--- src/rtl/div_iter_pkg.sv ---
// Shared definitions for the iterative divider: FSM state encodings, handshake
// constants and the ALU op codes that select DIV/DIVU in EX.
package div_iter_pkg;

   typedef enum logic [1:0] {
      DivFree   = 2'b00,
      DivByZero = 2'b01,
      DivOn     = 2'b10,
      DivEnd    = 2'b11
   } div_state_t;

   localparam logic DivResultReady    = 1'b1;
   localparam logic DivResultNotReady = 1'b0;
   localparam logic DivStart          = 1'b1;
   localparam logic DivStop           = 1'b0;

   localparam logic [7:0] EXE_DIV_OP  = 8'b0001_1010;
   localparam logic [7:0] EXE_DIVU_OP = 8'b0001_1011;

endpackage

--- src/rtl/div_iter_step.sv ---
// One restoring-division iteration: trial-subtract the divisor from the shifted
// partial remainder and keep the difference when it does not underflow.
module div_step #(
   parameter int WIDTH = 32
) (
   input  logic [WIDTH:0]   rem_in,
   input  logic [WIDTH-1:0] divisor,
   output logic [WIDTH-1:0] rem_out,
   output logic             q_bit
);

   logic [WIDTH:0] diff;

   always_comb begin
      diff  = rem_in - {1'b0, divisor};
      q_bit = (rem_in >= {1'b0, divisor});
      // rem_in < 2*divisor, so either branch fits back into WIDTH bits
      rem_out = q_bit ? diff[WIDTH-1:0] : rem_in[WIDTH-1:0];
   end

endmodule

--- src/rtl/div_iter.sv ---
// Multi-cycle restoring divider for DIV/DIVU returning {remainder, quotient}.
// Define DIV_ZERO_FLAG_EN to add the div_zero_o trap flag output.
module div_iter
   import div_iter_pkg::*;
#(
   parameter int WIDTH = 32
) (
   input  logic               clk,
   input  logic               rst,
   input  logic               signed_div_i,
   input  logic [WIDTH-1:0]   opdata1_i,
   input  logic [WIDTH-1:0]   opdata2_i,
   input  logic               start_i,
   input  logic               annul_i,
   output logic               busy_o,
   output logic [2*WIDTH-1:0] result_o,
   output logic               ready_o
`ifdef DIV_ZERO_FLAG_EN
   ,
   output logic               div_zero_o
`endif
);

   localparam int CNT_W = $clog2(WIDTH) + 1;
   localparam logic [CNT_W-1:0] LAST_STEP = CNT_W'(WIDTH - 1);

   div_state_t         state;
   logic [CNT_W-1:0]   cnt;
   logic [WIDTH-1:0]   rem;
   logic [WIDTH-1:0]   dvd;
   logic [WIDTH-1:0]   dsr;
   logic               neg_q;
   logic               neg_r;
   logic [2*WIDTH-1:0] res;
`ifdef DIV_ZERO_FLAG_EN
   logic               is_zero;
`endif

   logic               a_neg;
   logic               b_neg;
   logic [WIDTH-1:0]   mag_a;
   logic [WIDTH-1:0]   mag_b;
   logic [WIDTH:0]     shifted;
   logic [WIDTH-1:0]   step_rem;
   logic               step_q;
   logic [WIDTH-1:0]   next_dvd;
   logic [WIDTH-1:0]   fix_q;
   logic [WIDTH-1:0]   fix_r;

   // Signed operands are reduced to magnitudes; MIN maps to itself, which is
   // still the right unsigned magnitude.
   always_comb begin
      a_neg    = signed_div_i & opdata1_i[WIDTH-1];
      b_neg    = signed_div_i & opdata2_i[WIDTH-1];
      mag_a    = a_neg ? -opdata1_i : opdata1_i;
      mag_b    = b_neg ? -opdata2_i : opdata2_i;
      shifted  = {rem, dvd[WIDTH-1]};
      next_dvd = {dvd[WIDTH-2:0], step_q};
      fix_q    = neg_q ? -next_dvd : next_dvd;
      fix_r    = neg_r ? -step_rem : step_rem;
   end

   div_step #(.WIDTH(WIDTH)) u_step (
      .rem_in  (shifted),
      .divisor (dsr),
      .rem_out (step_rem),
      .q_bit   (step_q)
   );

   assign busy_o = (state == DivOn) || (state == DivByZero);

   always_ff @(posedge clk) begin
      if (!rst) begin
         state    <= DivFree;
         cnt      <= '0;
         rem      <= '0;
         dvd      <= '0;
         dsr      <= '0;
         neg_q    <= 1'b0;
         neg_r    <= 1'b0;
         res      <= '0;
         result_o <= '0;
         ready_o  <= DivResultNotReady;
`ifdef DIV_ZERO_FLAG_EN
         is_zero    <= 1'b0;
         div_zero_o <= 1'b0;
`endif
      end else begin
         case (state)
            DivFree: begin
               result_o <= '0;
               ready_o  <= DivResultNotReady;
`ifdef DIV_ZERO_FLAG_EN
               div_zero_o <= 1'b0;
`endif
               if (start_i == DivStart && !annul_i) begin
                  rem   <= '0;
                  dvd   <= mag_a;
                  dsr   <= mag_b;
                  neg_q <= a_neg ^ b_neg;
                  neg_r <= a_neg;
                  cnt   <= '0;
`ifdef DIV_ZERO_FLAG_EN
                  is_zero <= (opdata2_i == '0);
`endif
                  state <= (opdata2_i == '0) ? DivByZero : DivOn;
               end
            end
            DivByZero: begin
               res   <= '0;
               state <= DivEnd;
            end
            DivOn: begin
               if (annul_i) begin
                  state <= DivFree;
               end else begin
                  rem <= step_rem;
                  dvd <= next_dvd;
                  cnt <= cnt + 1'b1;
                  // Sign fix-up is folded into the final step's outputs.
                  if (cnt == LAST_STEP) begin
                     res   <= {fix_r, fix_q};
                     state <= DivEnd;
                  end
               end
            end
            DivEnd: begin
               if (start_i == DivStart) begin
                  result_o <= res;
                  ready_o  <= DivResultReady;
`ifdef DIV_ZERO_FLAG_EN
                  div_zero_o <= is_zero;
`endif
               end else begin
                  result_o <= '0;
                  ready_o  <= DivResultNotReady;
`ifdef DIV_ZERO_FLAG_EN
                  div_zero_o <= 1'b0;
`endif
                  state <= DivFree;
               end
            end
            default: state <= DivFree;
         endcase
      end
   end

endmodule

--- config.mk ---
export PLATFORM = sky130hd
export DESIGN_NAME = div_iter
export DESIGN_NICKNAME = d
export VERILOG_FILES = /design/src/rtl/div_iter_pkg.sv /design/src/rtl/div_iter_step.sv /design/src/rtl/div_iter.sv
export SDC_FILE = /design/constraint.sdc
export NUM_CORES = 1
export LEC_CHECK = 0
export CAP_MARGIN = 30
export CORE_ASPECT_RATIO = 2
export CORE_MARGIN = 2
export CORE_UTILIZATION = 50
export CTS_CLUSTER_SIZE = 12
export DETAILED_ROUTE_END_ITERATION = 16
export PLACE_DENSITY = 0.79
export SYNTH_ARGS = -nofsm -noshare
export SYNTH_HDL_FRONTEND = slang
export SYNTH_SLANG_ARGS = --single-unit
--- constraint.sdc ---
create_clock -name clk -period 4.5 [get_ports clk]
set_clock_uncertainty 0.05 [all_clocks]
set_input_delay 0.9 -clock clk [delete_from_list [all_inputs] [get_ports clk]]
set_output_delay 0.9 -clock clk [all_outputs]
set_load 0.02 [all_outputs]
==> results of run 1 <==
[state kept, by name (all words and copies together), names as in the netlist]
signal / cells
state: 2
result_o: 64
ready_o: 1
rem: 32
dvd: 32
neg_q: 1
neg_r: 1
cnt: 6
res: 64
dsr: 32
[area by class of cell]
class                      count  area, um2  area share, %
clock inverter                 5       80.1          0.482
tap                          352        440           2.65
timing repair buffer         201       1850           11.1
inverter                      60        225           1.35
sequential                   235       4700           28.3
clock buffer                  31        668           4.02
multi-input combinational   1349       8660           52.1
[worst paths after layout]
kind / startpoint / end / slack, ns / cells after the start
min: res[52] / res[52] / 0.41 / 2
min reg2reg: res[52] / res[52] / 0.41 / 2
max reg2reg: rem[19] / res[58] / 0.25 / 17
max: rem[19] / res[58] / 0.25 / 17
[power by group]
part / switching [W] / internal [W] / leakage (nW) / total (W)
registers: 0.000123 / 0.00221 / 1.90 / 0.00233
logic: 0.00178 / 0.00100 / 4.10 / 0.00279
clock network: 0.000842 / 0.00115 / 0.360 / 0.00199
total: 0.00275 / 0.00436 / 6.36 / 0.00711
[routing by layer]
layer | part of all wire, % | up-vias | routed length, um | global-route usage [%]
li1 | - | 6419 | - | -
met1 | 36 | 6365 | 15300 | 28.6
met2 | 54 | 456 | 22900 | 55.2
met3 | 4.2 | 147 | 1770 | 2.66
met4 | 6.1 | 0 | 2590 | 16.6
met5 | 0 | - | 0 | 0
[what timing repair did]
| action | 4_1_cts | 5_1_grt |
|---|---|---|
| endpoints found under the hold margin | 0 | 0 |
| endpoints found under the setup margin | 2 | 15 |
| setup buffers | 0 | 0 |
| resized for setup | 1 | 10 |
[stage by stage]
| step | worst slack (ns) | instance area (um2) | instances | power [W] |
|---|---|---|---|---|
| finish | 0.249 | 16600 | 2233 | 0.00711 |
| global route | -0.00526 | 16600 | 2233 | 0.00747 |
| CTS | 0.0878 | 16600 | 2233 | 0.00707 |
| detailed placement | -0.000397 | 15800 | 2197 | 0.00508 |
| global placement | 0.0734 | 15800 | 2196 | 0.00503 |
| floorplan | 0.0403 | 13900 | 1755 | 0.00417 |
[critical path, delay by kind of cell (launching register included)]
family,cells,cell delay [ns]
AOI/OAI and AO/OA,5,0.96
muxes,1,0.29
adders and majority gates,2,0.78
buffers and inverters,1,0.18
DFF,1,0.39
xor gates and xnor gates,1,0.15
and+or+nand+nor,7,1.31
[synth_stat cells (all sizes together), types with 12 or more instances]
cell,count,share of area (%)
o21a,13,0.70
a21oi,85,3.1
mux2i,16,1.1
buf,17,0.60
clkbuf,94,2.5
nand4,15,0.67
o211a,21,1.5
a22oi,101,5.4
and2,45,2.0
nand2,222,6.0
or3,19,0.89
nor3,29,1.1
nand3,57,2.1
xnor2,77,4.8
dfxtp,235,34
and3,12,0.54
o21ai,141,5.1
o31ai,16,0.93
a21boi,34,1.8
nor4,17,0.76
ha,41,3.7
xor2,63,4.0
inv,59,1.6
nor2b,107,4.8
nor2,91,2.5
[logic make-up (layout without fill, tap and decap cells)]
logic type	Yosys count	in the layout
DFF	235	235
adders and majority gates	42	42
xor gates and xnor gates	140	140
muxes	16	16
and+or+nand+nor	654	654
AOI/OAI and AO/OA	497	497
buffers and inverters	171	297
==> reports/metrics.yaml, run 1 <==
floorplanning:
  die_height_um: 240
  die_width_um: 122
  die_area_um2: 29300
  num_io_pins: 135
  floorplan.rows: 86
  core_um2: 27400
  initial_core_utilization_pct: 50.8
clock_network:
  cts_buffers: 25
  tritoncts: "done"
  cts.clk_slew.worst_paths_ns: 0.06
  cts_hold_repair.buffers: 0
  root_buffer: "sky130_fd_sc_hd__clkbuf_16"
  clock_tree.buffer_depth: 3
  htree_num_levels: 1
  clock_sinks: 235
  worstSkewPairLatency_ns: 0.53
route:
  route.final.wire_length_um: 42500
  drt.antenna.violating_nets: 0
  first_pass_iters: 6
  drt_iter0_drc: 988
  vias: 13400
  vias_per_cell: 6.00
  detailed_route_drc_error_count: 0
  routed_len_inst_um: 19.0
setup_path:
  slowest_delay_ns: 0.53
  cp_cell_sequence: "ha_1, nand4_1, nor4_4, nand2_1, o211ai_1, nor2_1, a21oi_4, mux2i_2, ha_1, nand2_1, or4_1, o32ai_2, buf_4, nand3_2, o31ai_2, xnor2_1, o21ai_1"
  critical_path_arrival_ns: 4.61
  critical_path_slowest_stage_cell: "sky130_fd_sc_hd__ha_1"
  worst_path_required_time_ns: 4.86
  endpoint_kind: "register"
  worst_setup_path_start_kind: "register"
  crit_type: "reg -> reg"
  crit_path_max_fanout: 6
finish:
  final_core_util_pct: 60.6
  areaGrowthSynthToFinish_pct: 19.3
  layout-drive-gt1-share_pct: 7.28
  n_antenna_cell: 0
  mostFrequentLayoutCells: "235 x sky130_fd_sc_hd__dfxtp_1, 221 x sky130_fd_sc_hd__nand2_1, 133 x sky130_fd_sc_hd__clkdlybuf4s50_1, 127 x sky130_fd_sc_hd__o21ai_0, 107 x sky130_fd_sc_hd__nor2b_1"
  fillCellCount: 2497
  final_common_cell: "sky130_fd_sc_hd__dfxtp_1"
  layout.nets: 1983
timing:
  worst_pin_slew_ns: 1.03
  fin_setup_tns_ns: 0
  setup_viol: 0
  final.min_clock_period_ns: 4.25
  finalHoldWorstSlack_ns: 0.406
  timing_max_transition_violations_final: 0
  final_min_period_over_clock_period_pct: 94.5
  peak_clock_frequency_supported_by_timing_ghz: 0.235
  finalHoldViolations: 0
  relSlewSlack_pct: 31.0
synthesis:
  synthArstFlopShare_pct: 0
  synth_fa_ha_area_share_pct: 3.83
  synth.avg_cell_area_um2: 7.94
  synthesis.instances: 1755
  post_synth_mux_area_share_pct: 1.15
  fraction_of_the_mapped_netlist_area_in_simple_logic_gates_pct: 23.5
  syn_nets: 1866
  synth_compound_area_share_pct: 24.2
  synthFlopType: "sky130_fd_sc_hd__dfxtp_1"
  yosys_warnings: 0
  synthesis.area_um2: 13900
  synth-seq-area-share_pct: 33.8
  ys_types: 79
  synth_seq_cells: 235
  post_synth_xor_area_fraction_pct: 8.80
  post_synth_edffs: 0
  synth_top_family_by_area: "compound AO/OA/AOI/OAI gates"
global_route:
  maximum_number_of_pins_on_one_net_before_global_route_repair: 123
  grt_pass1_vias: 13200
  grt_first_pass_wirelength_um: 66600
  grt_usage_pct: 28.5
  antenna_found_initial: 0
  grt_overflow: 0
min_path:
  worstHoldPathType: "reg -> reg"
run_status:
  outcome: "finished clean"
place:
  final_weighted_congestion_of_routability_driven_global_placement: 1.02
  io_buffers: 134
  dp.final_hpwl_um: 31600
pwr:
  peak_supply_drop_mv: 0.353
  pwr_density_cell_nw_per_um2: 428
  total_leakage_power_nw: 6.36
job:
  max-cap-violations: 0
Power figures use the tool's default switching activity.
==> run 2: changes to the inputs <==
--- a/config.mk
+++ b/config.mk
@@ -9,6 +9,7 @@
 export CORE_ASPECT_RATIO = 2
 export CORE_MARGIN = 2
 export CORE_UTILIZATION = 50
+export CTS_CLUSTER_DIAMETER = 50
 export CTS_CLUSTER_SIZE = 12
 export DETAILED_ROUTE_END_ITERATION = 16
 export PLACE_DENSITY = 0.79
==> run 2 against run 1 <==
First-iteration DRC count decreased by 9.2%; non-clock buffer count unchanged; worst hold slack got worse by 0.0043 ns; sequential cell count unchanged; utilization decreased by 0.32 points; clock power decreased by 9%; via count decreased by 0.39%; critical path depth decreased by 3; design area decreased by 0.53%; critical path type unchanged.
==> reports/metrics.yaml, run 2 (same netlist as run 1, synthesis figures left out) <==
run_status:
  outcome: "finished clean"
clock_network:
  tritoncts: "done"
  worstSkewPairLatency_ns: 0.54  # about the same
  cts.clk_slew.worst_paths_ns: 0.07  # about the same
  cts_buffers: 24  # -4.0%
  clock_tree.buffer_depth: 3  # unchanged
  clock_sinks: 235  # unchanged
  cts_post_setup_buffers_inserted: 0  # unchanged
  htree_num_levels: 1  # unchanged
  root_buffer: "sky130_fd_sc_hd__clkbuf_16"
  cts_hold_repair.buffers: 0  # unchanged
setup_path:
  regToRegEndpoint: "res[29]"
  worst_path_required_time_ns: 4.86  # about the same
  reg2reg_from: "rem[29]"
  crit_path_max_fanout: 16  # +10
  slowest_delay_ns: 0.68  # +0.15 ns
  critical_path.top_delay_family: "compound AO/OA/AOI/OAI gates"
  critical_path_slowest_stage_cell: "sky130_fd_sc_hd__a211oi_1"
  timing.reg2reg.setup_slack_ns: 0.15  # -0.10 ns
  worst_setup_path_start_kind: "register"
  critical_path_arrival_ns: 4.71  # +0.10 ns
  endpoint_kind: "register"
  crit_type: "reg -> reg"
  worstRegToRegCells: 14  # -3
  crit_buf_inv: 2  # +1
  cp_cell_sequence: "ha_1, a21o_1, a211oi_1, o211ai_1, nor2_1, a21oi_4, inv_2, buf_4, nand4_1, or3_1, or3_4, o31ai_1, xor2_1, o21ai_1"
min_path:
  worstHoldPathType: "reg -> reg"
  holdPathEnd: "res[52]"
  hold-path-cell-count: 2  # unchanged
  min-delay-start: "res[52]"
floorplanning:
  die_height_um: 240  # unchanged
  initial_core_utilization_pct: 50.8  # unchanged
  num_io_pins: 135  # unchanged
  die_width_um: 122  # unchanged
  core_um2: 27400  # unchanged
  die_area_um2: 29300  # unchanged
  floorplan.rows: 86  # unchanged
global_route:
  global_route.usage.met3_pct: 2.87  # +0.21 points
  grt_first_pass_wirelength_um: 66600  # about the same
  grt_overflow: 0  # unchanged
  grt_pass1_vias: 13300  # +0.39%
  grt_most_used_layer: "met2"
  antenna_found_initial: 0  # unchanged
  globalRouteMet1Util_pct: 28.9  # +0.25 points
  grt_usage_pct: 28.5  # about the same
  maximum_number_of_pins_on_one_net_before_global_route_repair: 123  # unchanged
  grt.met2_usage_pct: 54.4  # -0.74 points
job:
  max-cap-violations: 0  # unchanged
route:
  routed_len_inst_um: 19.1  # +0.34%
  route.final.wire_length_um: 42500  # about the same
  drt.antenna.violating_nets: 0  # unchanged
  first_pass_iters: 5  # -1
  detailed_route_drc_error_count: 0  # unchanged
  vias_per_cell: 5.99  # -0.12%
  drt_iter0_drc: 897  # -9.2%
  vias: 13300  # -0.39%
place:
  final_weighted_congestion_of_routability_driven_global_placement: 1.02  # unchanged
  dp.final_hpwl_um: 31600  # unchanged
  io_buffers: 134  # unchanged
timing:
  final_min_period_over_clock_period_pct: 96.7  # +2.2 points
  setup_viol: 0  # unchanged
  timing_max_transition_violations_final: 0  # unchanged
  finalHoldViolations: 0  # unchanged
  rsz0062_at_grt: "no"
  relSlewSlack_pct: 31.4  # +0.31 points
  final.min_clock_period_ns: 4.35  # +0.0991 ns
  worst_pin_slew_ns: 1.03  # -0.00458 ns
  finalHoldWorstSlack_ns: 0.402  # -0.00430 ns
  fin_setup_tns_ns: 0  # unchanged
  peak_clock_frequency_supported_by_timing_ghz: 0.230  # -2.3%
finish:
  layout-drive-gt1-share_pct: 7.15  # -0.14 points
  n_antenna_cell: 0  # unchanged
  final_common_cell: "sky130_fd_sc_hd__dfxtp_1"
  mostFrequentLayoutCells: "235 x sky130_fd_sc_hd__dfxtp_1, 221 x sky130_fd_sc_hd__nand2_1, 133 x sky130_fd_sc_hd__clkdlybuf4s50_1, 128 x sky130_fd_sc_hd__o21ai_0, 107 x sky130_fd_sc_hd__nor2b_1"
  top_regs: "res (64), result_o (64)"
  layout.nets: 1982  # -0.050%
  areaGrowthSynthToFinish_pct: 18.7
pwr:
  pwr_density_cell_nw_per_um2: 420  # -1.8%
  peak_supply_drop_mv: 0.369  # +4.6%
  total_leakage_power_nw: 6.32  # -0.49%
run 2: cell count changes in the layout (fill, tap and decap cells not counted), moves of 2 or more:
cell | before | now
sky130_fd_sc_hd__clkinvlp_4 | 2 | 0
sky130_fd_sc_hd__clkbuf_8 | 2 | 0
sky130_fd_sc_hd__clkbuf_1 | 4 | 2
sky130_fd_sc_hd__bufinv_16 | 2 | 0
run 2: timing repair:
item	in CTS	in global routing
gates cloned	0	0
resized for setup	1	10
endpoints found under the setup margin	2	14
run 2: final cells by class:
cell class | instances | area [um2]
inverters | 60 | 225
fillers | 2518 | 10900
flip-flops and latches | 235 | 4700
multi-input cells | 1349 | 8660
well taps | 352 | 440
repair buffers | 201 | 1850
clock inverters | 3 | 21.3
clock buffers | 27 | 633
run 2: where the power goes:
group / total [W] / switching, W / internal [W]
logic: 0.00279 / 0.00178 / 0.00101
clock network: 0.00182 / 0.000837 / 0.000988
registers: 0.00233 / 0.000123 / 0.00221
run 2: how the worst max path moves through the flow:
stage                        from      end  slack, ns  cells past startpoint
after floorplan           rem[16]  res[62]       0.04                     19
after global placement    dsr[23]  res[62]       0.07                     18
after detailed placement  dsr[23]  res[58]    -0.0004                     18
after CTS                 dsr[23]  res[58]       0.08                     18
after global routing      dsr[11]  res[58]      0.004                     18
final                     rem[29]  res[29]       0.15                     14
run 2: stage by stage:
step | area, um2 | setup WS [ns] | utilization [%] | power (W) | std cells
floorplan | 13900 | 0.0403 | - | 0.00417 | 1755
global placement | 15800 | 0.0734 | 57.6 | 0.00503 | 2196
detailed placement | 15800 | -0.000397 | 57.7 | 0.00508 | 2197
CTS | 16500 | 0.0806 | 60.1 | 0.00689 | 2227
global route | 16500 | 0.00381 | 60.3 | 0.00729 | 2227
finish | 16500 | 0.150 | 60.3 | 0.00695 | 2227
run 2: per-layer routing:
layer  vias to the layer above  share of wire (%)
met5                         -                  0
met4                         0                6.3
met3                       154                3.9
met2                       426                 53
met1                      6335                 37
li1                       6420                  -
run 2: worst register-to-register path, delay by kind of cell (launching register included):
| kind | cells | cell delay (ns) |
|---|---|---|
| DFF | 1 | 0.33 |
| adders and majority gates | 1 | 0.35 |
| and+or+nand+nor | 4 | 1.41 |
| xor gates and xnor gates | 1 | 0.18 |
| AOI/OAI and AO/OA | 6 | 1.58 |
| buffers and inverters | 2 | 0.31 |
